File: src/rtl/spi_pkg.sv
// spi_pkg: definitions shared between the SPI controller and spi_slave_rx.
//   WORD_W_DEF  - default serial word width
//   spi_state_e - receiver FSM encoding (IDLE, SHIFT)
//   cnt_w()     - bit-counter width for a given word width
package spi_pkg;

  localparam int WORD_W_DEF = 24;

  typedef enum logic {
    IDLE  = 1'b0,
    SHIFT = 1'b1
  } spi_state_e;

  function automatic int cnt_w(input int n);
    return (n <= 2) ? 1 : $clog2(n);
  endfunction

endpackage

File: src/rtl/spi_slave_rx_if.sv
// spi_slave_rx_if: SPI pins plus word/flag handshake of spi_slave_rx.
//   sen/sclk/sdata        - serial pins (SEN active low)
//   word_out/word_valid   - received word, valid/ready with word_ready
//   busy/overrun/frame_err- status (flags sticky)
//   clr_flags             - one-cycle pulse clearing the sticky flags
// modport slave  : receiver side
// modport master : pin driver / word consumer side
interface spi_slave_rx_if #(
  parameter int WORD_W = spi_pkg::WORD_W_DEF
);
  logic              sen;
  logic              sclk;
  logic              sdata;
  logic [WORD_W-1:0] word_out;
  logic              word_valid;
  logic              word_ready;
  logic              busy;
  logic              overrun;
  logic              frame_err;
  logic              clr_flags;

  modport slave (
    input  sen, sclk, sdata, word_ready, clr_flags,
    output word_out, word_valid, busy, overrun, frame_err
  );

  modport master (
    output sen, sclk, sdata, word_ready, clr_flags,
    input  word_out, word_valid, busy, overrun, frame_err
  );
endinterface

File: src/rtl/spi_sync.sv
// spi_sync: STAGES-deep flop synchronizer with configurable reset value.
//   clk_i, rst_i (async, active high), d_i async input, q_o synchronized.
module spi_sync #(
  parameter int   STAGES  = 2,
  parameter logic RST_VAL = 1'b0
) (
  input  logic clk_i,
  input  logic rst_i,
  input  logic d_i,
  output logic q_o
);

  logic [STAGES-1:0] sync_q;

  always_ff @(posedge clk_i or posedge rst_i) begin
    if (rst_i) sync_q <= {STAGES{RST_VAL}};
    else       sync_q <= {sync_q[STAGES-2:0], d_i};
  end

  assign q_o = sync_q[STAGES-1];

endmodule

File: src/rtl/spi_slave_rx.sv
// spi_slave_rx: oversampling SPI receiver, rebuilds MSB-first words and
// hands them out on a valid/ready port; reports overrun/frame errors.
//   clock, reset (async, active high)
//   bus (spi_slave_rx_if.slave): SEN/SCLK/SDATA pins, word_out/valid/ready,
//     busy, overrun, frame_err, clr_flags
// Optional: define SPI_RX_FRAME_CHECK_EN to enable frame_err detection
// (partial word at SEN rise, SCLK rise while idle); otherwise frame_err = 0.
module spi_slave_rx
  import spi_pkg::*;
#(
  parameter int WORD_W      = WORD_W_DEF,
  parameter int SYNC_STAGES = 2
) (
  input logic     clock,
  input logic     reset,
  spi_slave_rx_if.slave bus
);

  localparam int CW = cnt_w(WORD_W);

  logic sen_s, sclk_s, sdata_s, sclk_q, sclk_rise;

  spi_sync #(.STAGES(SYNC_STAGES), .RST_VAL(1'b1)) u_sync_sen (
    .clk_i(clock), .rst_i(reset), .d_i(bus.sen), .q_o(sen_s));
  spi_sync #(.STAGES(SYNC_STAGES), .RST_VAL(1'b0)) u_sync_sclk (
    .clk_i(clock), .rst_i(reset), .d_i(bus.sclk), .q_o(sclk_s));
  spi_sync #(.STAGES(SYNC_STAGES), .RST_VAL(1'b0)) u_sync_sdata (
    .clk_i(clock), .rst_i(reset), .d_i(bus.sdata), .q_o(sdata_s));

  assign sclk_rise = sclk_s & ~sclk_q;

  spi_state_e        state_q, state_d;
  logic [WORD_W-1:0] shift_q, shift_d, word_q, word_d;
  logic [CW-1:0]     cnt_q, cnt_d;
  logic              done_q, done_d, valid_q, valid_d, ovr_q, ovr_d;
  logic              drain, ovr_set;

  always_comb begin
    state_d = state_q;
    case (state_q)
      IDLE:    if (!sen_s) state_d = SHIFT;
      SHIFT:   if (sen_s)  state_d = IDLE;
      default: state_d = IDLE;
    endcase
  end

  always_comb begin
    shift_d = shift_q;
    cnt_d   = cnt_q;
    done_d  = 1'b0;
    word_d  = word_q;
    valid_d = valid_q;
    ovr_set = 1'b0;
    drain   = valid_q & bus.word_ready;

    // Idle keeps the assembler empty so a partial word never leaks out.
    if (state_q == IDLE) begin
      shift_d = '0;
      cnt_d   = '0;
    end else if (sclk_rise) begin
      shift_d = {shift_q[WORD_W-2:0], sdata_s};
      if (cnt_q == CW'(WORD_W-1)) begin
        cnt_d  = '0;
        done_d = 1'b1;
      end else begin
        cnt_d = cnt_q + 1'b1;
      end
    end

    // done_q trails the final shift by one cycle; shift_q still holds the
    // full word here (any idle clear lands on this same edge).
    if (done_q) begin
      if (!valid_q || drain) begin
        word_d  = shift_q;
        valid_d = 1'b1;
      end else begin
        ovr_set = 1'b1;
      end
    end else if (drain) begin
      valid_d = 1'b0;
    end

    ovr_d = (ovr_q & ~bus.clr_flags) | ovr_set;
  end

  always_ff @(posedge clock or posedge reset) begin
    if (reset) begin
      state_q <= IDLE;
      sclk_q  <= 1'b0;
      shift_q <= '0;
      cnt_q   <= '0;
      done_q  <= 1'b0;
      word_q  <= '0;
      valid_q <= 1'b0;
      ovr_q   <= 1'b0;
    end else begin
      state_q <= state_d;
      sclk_q  <= sclk_s;
      shift_q <= shift_d;
      cnt_q   <= cnt_d;
      done_q  <= done_d;
      word_q  <= word_d;
      valid_q <= valid_d;
      ovr_q   <= ovr_d;
    end
  end

`ifdef SPI_RX_FRAME_CHECK_EN
  logic ferr_q, ferr_set;

  assign ferr_set = ((state_q == SHIFT) && sen_s && (cnt_q != '0)) ||
                    ((state_q == IDLE) && sclk_rise);

  always_ff @(posedge clock or posedge reset) begin
    if (reset) ferr_q <= 1'b0;
    else       ferr_q <= (ferr_q & ~bus.clr_flags) | ferr_set;
  end

  assign bus.frame_err = ferr_q;
`else
  assign bus.frame_err = 1'b0;
`endif

  assign bus.word_out   = word_q;
  assign bus.word_valid = valid_q;
  assign bus.busy       = (state_q == SHIFT);
  assign bus.overrun    = ovr_q;

endmodule

File: src/flat_wrapper.sv
// flat-port wrapper written by rule: the top's interface ports become plain ports
module spi_slave_rx_flat import spi_pkg::*;
#(
  parameter int WORD_W      = WORD_W_DEF,
  parameter int SYNC_STAGES = 2
)
  (clock, reset, bus_sen, bus_sclk, bus_sdata, bus_word_ready, bus_clr_flags, bus_word_out, bus_word_valid, bus_busy, bus_overrun, bus_frame_err);
  spi_slave_rx_if #(.WORD_W(WORD_W)) bus_i ();
  input logic clock;
  input logic reset;
  input wire logic [$bits(bus_i.sen)-1:0] bus_sen;
  input wire logic [$bits(bus_i.sclk)-1:0] bus_sclk;
  input wire logic [$bits(bus_i.sdata)-1:0] bus_sdata;
  input wire logic [$bits(bus_i.word_ready)-1:0] bus_word_ready;
  input wire logic [$bits(bus_i.clr_flags)-1:0] bus_clr_flags;
  output wire logic [$bits(bus_i.word_out)-1:0] bus_word_out;
  output wire logic [$bits(bus_i.word_valid)-1:0] bus_word_valid;
  output wire logic [$bits(bus_i.busy)-1:0] bus_busy;
  output wire logic [$bits(bus_i.overrun)-1:0] bus_overrun;
  output wire logic [$bits(bus_i.frame_err)-1:0] bus_frame_err;
  assign bus_i.sen = bus_sen;
  assign bus_i.sclk = bus_sclk;
  assign bus_i.sdata = bus_sdata;
  assign bus_i.word_ready = bus_word_ready;
  assign bus_i.clr_flags = bus_clr_flags;
  assign bus_word_out = bus_i.word_out;
  assign bus_word_valid = bus_i.word_valid;
  assign bus_busy = bus_i.busy;
  assign bus_overrun = bus_i.overrun;
  assign bus_frame_err = bus_i.frame_err;
  spi_slave_rx #(.WORD_W(WORD_W), .SYNC_STAGES(SYNC_STAGES)) u_core (.clock(clock), .reset(reset), .bus(bus_i));
endmodule
File: config.mk
export PLATFORM = sky130hd
export DESIGN_NAME = spi_slave_rx_flat
export DESIGN_NICKNAME = d
export VERILOG_FILES = /design/src/rtl/spi_pkg.sv /design/src/rtl/spi_slave_rx_if.sv /design/src/rtl/spi_sync.sv /design/src/rtl/spi_slave_rx.sv /design/src/flat_wrapper.sv
export SDC_FILE = /design/constraint.sdc
export NUM_CORES = 1
export LEC_CHECK = 0
export ABC_AREA = 0
export CORE_ASPECT_RATIO = 0.7
export CORE_UTILIZATION = 59
export CTS_BUF_LIST = sky130_fd_sc_hd__clkbuf_8
export CTS_CLUSTER_DIAMETER = 150
export DETAILED_ROUTE_END_ITERATION = 8
export GPL_ROUTABILITY_DRIVEN = 0
export PLACE_DENSITY = 0.85
export RECOVER_POWER = 25
export SLEW_MARGIN = 25
export SYNTH_ARGS = -nofsm -noshare
export SYNTH_HDL_FRONTEND = slang
export SYNTH_SLANG_ARGS = --single-unit
File: constraint.sdc
create_clock -name clock -period 4.1 [get_ports clock]
set_input_delay 0.615 -clock clock [delete_from_list [all_inputs] [get_ports clock]]
set_output_delay 0.615 -clock clock [all_outputs]
set_load 0.05 [all_outputs]
==> out/results.ini, run 1 <==
[power_and_ir_drop]
p_total_uw=1210
p_leak_uw=0.00142
vdd_drop_max_mv=0.266
power_density_nw_per_um2=398

[logic_synthesis]
ys_top_cells_by_area=dfrtp_1, mux2_1, nand2_1
syn_area_sq_um=2500
syn-num-nets=212
synth.avg_cell_area_sq_um=12.2
synthDominantCellAreaShare_pct=62.1
synth_cell_type_count=27
yosysWarnings=0
synth_top_area_cell=dfrtp_1
synth-seq-cells=64
ys_seq_area_share_pct=64.2
syn_inst=204

[clocking]
postCtsHoldBufs=0
cts.sinks=64
ctsResizeCount=0
clk_latency_ns=0.33
cts_tree=done
clkTransAtPathRegs_ns=0.07
root_buffer=clkbuf_8
htree_levels=3
ctsLongestPathBuffers=2
post_cts_buffers=0
numCtsBuffers=9

[route]
drc=0
wl_per_cell_um=14.6
drtIter0Drc=98
dr_total_vias=1577
vias_per_cell=5.35
drt_wl_total_mm=4.29
firstDrtPassIters=4
ant_nets=0

[layout]
fin_nets=246
antennaDiodeCount=0
stdcell_count=295
layout_common_cells=dfrtp_1, nand2_1, clkdlybuf4s50_1, a21boi_0, mux2_1
drive_gt1_share_pct=8.64
fill_cells=257
final_common_cell=dfrtp_1
regArea_sq_um=1600
area_delta_synth_final_pct=21.8
multi_input_area_sq_um=813

[floorplanning]
die_h_um=56.4
coreArea_sq_um=3990
io_pins=35
die_w_um=79.8
initial_core_util_pct=62.5
die-area_sq_um=4500
fp-row-count=19

[placed_design]
hpwl_mm=2.59
port_buffers=33
dp_slack_ns=1.50
post-place-cells=279

[timing]
finalCritPeriodShare_pct=58.9
finalHoldViolCount=0
slew_headroom_pct=-22.8
fin_ws_ns=1.69
setup_viol=0
slew_viol_final=76
skew_ns=0.00530
fin_tns_setup_ns=0
worstMarginPinSlew_ns=1.84
max_freq_ghz=0.414
fin_crit_ns=2.41
rsz0062_at_grt=no

[critical_path]
crit_buf_inv=0
cp_slowest_stage_delay_ns=1.42
crit_path_start_kind=flop
cp_cell_sequence=nor2b_1 -> nand4_1 -> mux2i_1
path_class=flop to flop
r2r_cells=3
arrival_ns=2.63
crit_slowest_cell=nor2b_1
cp.depth=3
cp_max_fo=28
crit_required_ns=4.32
endpoint_kind=flop
path_delay_family=simple AND/OR/NAND/NOR gates

[run_status]
status=complete, but fails checks
violations=max-capacitance violations, max-slew violations

[global_routing]
grt_overflow=0
grt_pass1_wl_mm=7.38
grt.total_usage_pct=22.8
grt_pass1_vias=1606
antenna_found_initial=0
grt_start_max_net_pins=47

[worst_hold_path]
hold_path_depth=0
hold_path.class=flop to flop

[run]
cap_violations=2

layer usage:
metal / GRT usage [%] / part of all wire [%]
met2: 34.8 / 49
met5: 0 / 0
met4: 7.40 / 0.42
met3: 10.4 / 5.9
met1: 29.2 / 45
sequential cells by signal, indices dropped and copies added (netlist names):
| name | cells |
|---|---|
| u_core.bus.busy | 1 |
| u_core.bus.overrun | 1 |
| u_core.bus.word_out | 24 |
| u_core.bus.word_valid | 1 |
| u_core.cnt_q | 5 |
| u_core.done_q | 1 |
| u_core.sclk_q | 1 |
| u_core.shift_q | 24 |
| u_core.u_sync_sclk.sync_q | 2 |
| u_core.u_sync_sdata.sync_q | 2 |
| u_core.u_sync_sen.sync_q | 2 |
synthesized netlist by cell type:
master	n
dfstp_2	2
nor2_1	1
dfrtp_1	62
inv_2	1
nand4_1	1
and3_1	1
inv_1	3
o22ai_1	1
nor2b_1	1
conb_1	1
nand2b_4	1
ha_1	1
mux2i_1	1
nand2b_1	1
nand3b_1	3
and2_1	1
nand2_1	54
nand3_1	2
or4b_1	1
a21boi_1	26
o21ai_1	2
buf_6	1
buf_2	3
buf_4	3
mux2_1	24
xnor2_1	1
clkbuf_1	5
path summary, 6_finish.rpt:
check / startpoint / end / slack [ns]
max in group asynchronous: reset / u_core.u_sync_sen.sync_q[1]$_DFF_PP1_ / 1.90
worst min-delay path: u_core.u_sync_sdata.sync_q[0]$_DFF_PP0_ / u_core.u_sync_sdata.sync_q[1]$_DFF_PP0_ / 0.35
worst min register to register: u_core.u_sync_sdata.sync_q[0]$_DFF_PP0_ / u_core.u_sync_sdata.sync_q[1]$_DFF_PP0_ / 0.35
worst max-delay path: u_core.u_sync_sclk.sync_q[1]$_DFF_PP0_ / u_core.cnt_q[3]$_DFFE_PP0P_ / 1.69
min in group asynchronous: reset / u_core.shift_q[12]$_DFFE_PP0P_ / 1.10
worst max register to register: u_core.u_sync_sclk.sync_q[1]$_DFF_PP0_ / u_core.cnt_q[3]$_DFFE_PP0P_ / 1.69
logic make-up (layout without fill, tap and decap cells):
| kind of cell | Yosys count | in the layout | share of synthesized area, % |
|---|---|---|---|
| adder cells (fa/ha/maj) | 1 | 1 | 0.501 |
| AO/OA/AOI/OAI | 29 | 29 | 8.47 |
| other | 1 | 1 | 0.150 |
| AND/OR/NAND/NOR | 67 | 67 | 11.8 |
| buffers and inverters | 16 | 55 | 3.31 |
| flip-flops | 64 | 64 | 64.2 |
| multiplexers | 25 | 25 | 11.2 |
| XOR/XNOR | 1 | 1 | 0.351 |
where the power goes:
part / total [uW] / leakage (uW) / switching, uW / internal (uW)
logic: 41.9 / 0.000439 / 29.6 / 12.3
registers: 642 / 0.000872 / 3.73 / 638
clock network: 527 / 0.000112 / 219 / 307
total: 1210 / 0.00142 / 253 / 958
per-stage QoR:
| stage | area (sq um) | util, % | hold WS, ns |
|---|---|---|---|
| global route | 3040 | 76.2 | 0.357 |
| detailed placement | 2840 | 71.2 | 0.336 |
| floorplan | 2500 | - | 0.331 |
| finish | 3040 | 76.2 | 0.350 |
| CTS | 3040 | 76.2 | 0.350 |
| global placement | 2840 | 71.2 | 0.333 |
cell type report:
type	count	area share (%)
flip-flops and latches	64	52.7
inverters	4	0.494
clock inverters	5	1.56
repair buffers	35	11.4
multi-input cells	124	26.7
well taps	52	2.14
clock buffers	11	4.98
Note: power is estimated with default switching activity, not from simulation.
==> run 2: changes to the inputs <==
--- a/config.mk
+++ b/config.mk
@@ -7,12 +7,12 @@
 export LEC_CHECK = 0
 export ABC_AREA = 0
 export CORE_ASPECT_RATIO = 0.7
-export CORE_UTILIZATION = 59
+export CORE_UTILIZATION = 56
 export CTS_BUF_LIST = sky130_fd_sc_hd__clkbuf_8
 export CTS_CLUSTER_DIAMETER = 150
 export DETAILED_ROUTE_END_ITERATION = 8
 export GPL_ROUTABILITY_DRIVEN = 0
-export PLACE_DENSITY = 0.85
+export PLACE_DENSITY = 0.81
 export RECOVER_POWER = 25
 export SLEW_MARGIN = 25
 export SYNTH_ARGS = -nofsm -noshare
==> constraint.sdc (replaced) <==
create_clock -name clock -period 2.52 [get_ports clock]
set_input_delay 0.378 -clock clock [delete_from_list [all_inputs] [get_ports clock]]
set_output_delay 0.378 -clock clock [all_outputs]
set_load 0.05 [all_outputs]
==> out/results.ini, run 2 (synthesis results as in run 1) <==
[floorplanning]
die-area_sq_um=4730  ; +5.2%
die_h_um=57.9  ; +2.5%
fp-row-count=19  ; unchanged
io_pins=35  ; unchanged
coreArea_sq_um=4090  ; +2.4%
initial_core_util_pct=61.1  ; -1.5 points
die_w_um=81.8  ; +2.6%

[critical_path]
reg2reg_from=u_core.u_sync_sclk.sync_q[1]$_DFF_PP0_
arrival_ns=2.07  ; -0.56 ns
cp_cell_sequence=dlygate4sd3_1 -> clkinv_1 -> clkbuf_2
crit_start=reset
crit_slowest_cell=clkbuf_2
endpoint=u_core.cnt_q[0]$_DFFE_PP0P_
endpoint_kind=asynchronous set/reset pin
r2r_cells=4  ; +1
r2r_slack_ns=0.95  ; -0.74 ns
cp_max_fo=64  ; +130%
rr_endpoint=u_core.shift_q[18]$_DFFE_PP0P_
cp_slowest_stage_delay_ns=1.09  ; -0.33 ns
path_class=input pin to asynchronous set/reset pin
crit_required_ns=2.70  ; -1.62 ns
crit_path_start_kind=input pin

[route]
wl_per_cell_um=13.9  ; -4.4%
firstDrtPassIters=4  ; unchanged
dr.max_layer_used=met4
met3_length_um=244  ; -3.6%
drtIter0Drc=75  ; -23%
met2WireLength_mm=1.89  ; -10%
ant_nets=0  ; unchanged
dr_total_vias=1569  ; -0.51%
m1WireLength_mm=1.96  ; +2.1%
drc=0  ; unchanged
vias_per_cell=5.28  ; -1.2%
drt_wl_total_mm=4.13  ; -3.7%

[clocking]
ctsLongestPathBuffers=2  ; unchanged
ctsResizeCount=0  ; unchanged
clk_latency_ns=0.34  ; about the same
cts.sinks=64  ; unchanged
clkTransAtPathRegs_ns=0.06  ; about the same
post_cts_buffers=0  ; unchanged
postCtsHoldBufs=0  ; unchanged
htree_levels=3  ; unchanged
root_buffer=clkbuf_8
numCtsBuffers=9  ; unchanged
cts_tree=done

[power_and_ir_drop]
p_seq_share_pct=57.1  ; +4.1 points
p_leak_uw=0.00143  ; +0.79%
power_density_nw_per_um2=606  ; +52%
p_clk_share_pct=39.0  ; -4.5 points
p_total_uw=1830  ; +51%
vdd_drop_max_mv=0.538  ; +100%
switchingPower_uw=405  ; +61%
p_comb_share_pct=3.9  ; +0.4 points
p_sw_share_pct=22.2  ; +1.3 points
intPower_uw=1420  ; +49%

[run_status]
violations=max-capacitance violations, max-slew violations
status=complete, but fails checks

[global_routing]
grt_overflow=0  ; unchanged
grt.total_usage_pct=22.2  ; -0.58 points
antenna_found_initial=0  ; unchanged
grt_start_max_net_pins=65  ; +38%
grt_pass1_wl_mm=7.50  ; +1.7%
grt_pass1_vias=1641  ; +2.2%

[layout]
layout_common_cells=dfrtp_1, nand2_1, clkdlybuf4s50_1, a21boi_1, mux2_1
fin_nets=248  ; +0.81%
area_delta_synth_final_pct=20.8
drive_gt1_share_pct=8.16  ; -0.48 points
final_util_pct=73.8  ; -2.4 points
final_common_cell=dfrtp_1
antennaDiodeCount=0  ; unchanged

[placed_design]
dp_slack_ns=0.666  ; -0.832 ns
port_buffers=33  ; unchanged
hpwl_mm=2.58  ; about the same

[run]
cap_violations=1  ; -1

[timing]
fin_tns_setup_ns=0  ; unchanged
max_freq_ghz=0.529
worstMarginPinSlew_ns=1.51  ; -0.327 ns
rsz0062_at_grt=no
setup_viol=0  ; unchanged
slew_headroom_pct=-0.757  ; +22 points
fin_crit_ns=1.89
slew_viol_final=65  ; -14%
fin_ws_ns=0.629  ; -1.06 ns
finalHoldViolCount=0  ; unchanged
finalCritPeriodShare_pct=75.0
skew_ns=0.00627  ; +0.000972 ns

[worst_hold_path]
hold_path.class=flop to flop

## run 2: worst min path at each step
stage                                            start  cells after the start                                 endpoint  slack [ns]
2_1_floorplan   u_core.u_sync_sclk.sync_q[0]$_DFF_PP0_                      0   u_core.u_sync_sclk.sync_q[1]$_DFF_PP0_        0.33
3_3_place_gp   u_core.u_sync_sdata.sync_q[0]$_DFF_PP0_                      0  u_core.u_sync_sdata.sync_q[1]$_DFF_PP0_        0.33
3_5_place_dp   u_core.u_sync_sdata.sync_q[0]$_DFF_PP0_                      0  u_core.u_sync_sdata.sync_q[1]$_DFF_PP0_        0.34
4_1_cts         u_core.u_sync_sclk.sync_q[0]$_DFF_PP0_                      0   u_core.u_sync_sclk.sync_q[1]$_DFF_PP0_        0.36
5_1_grt          u_core.u_sync_sen.sync_q[0]$_DFF_PP1_                      0    u_core.u_sync_sen.sync_q[1]$_DFF_PP1_        0.37
6_report        u_core.u_sync_sclk.sync_q[0]$_DFF_PP0_                      0   u_core.u_sync_sclk.sync_q[1]$_DFF_PP0_        0.36
## run 2: cell type report
type                       instances  area (sq um)
sequential                        64          1600
timing repair buffer              37           358
clock inverter                     6          23.8
tap                               52          65.1
clock buffer                      10           138
inverter                           4          15.0
fill                             287          1070
multi-input combinational        124           813
## run 2: routing by layer
metal / up-vias / GRT usage [%]
met5: - / 0
met4: 0 / 8.27
met3: 6 / 10.4
met2: 38 / 33.4
met1: 776 / 28.2
li1: 749 / -
## run 2: power by group through the flow
| stage | Combinational (uW) | Clock, uW | Sequential [uW] |
|---|---|---|---|
| 3_5_place_dp | 76.7 | 0 | 1060 |
| 3_3_place_gp | 75.9 | 0 | 1060 |
| 2_1_floorplan | 49.5 | 0 | 1060 |
| 4_1_cts | 77.0 | 740 | 1040 |
| 5_1_grt | 80.4 | 779 | 1040 |
| 6_report | 70.7 | 714 | 1040 |
## run 2: through the flow
step	instances	hold WS, ns	area [sq um]
floorplan	204	0.331	2500
global placement	281	0.335	2870
finish	297	0.355	3020
CTS	297	0.357	3030
global route	297	0.367	3020
detailed placement	281	0.344	2870
## run 2: worst max-delay path: cells and delay by family
kind	cells	cell delay, ns
buf+inv	3	1.66
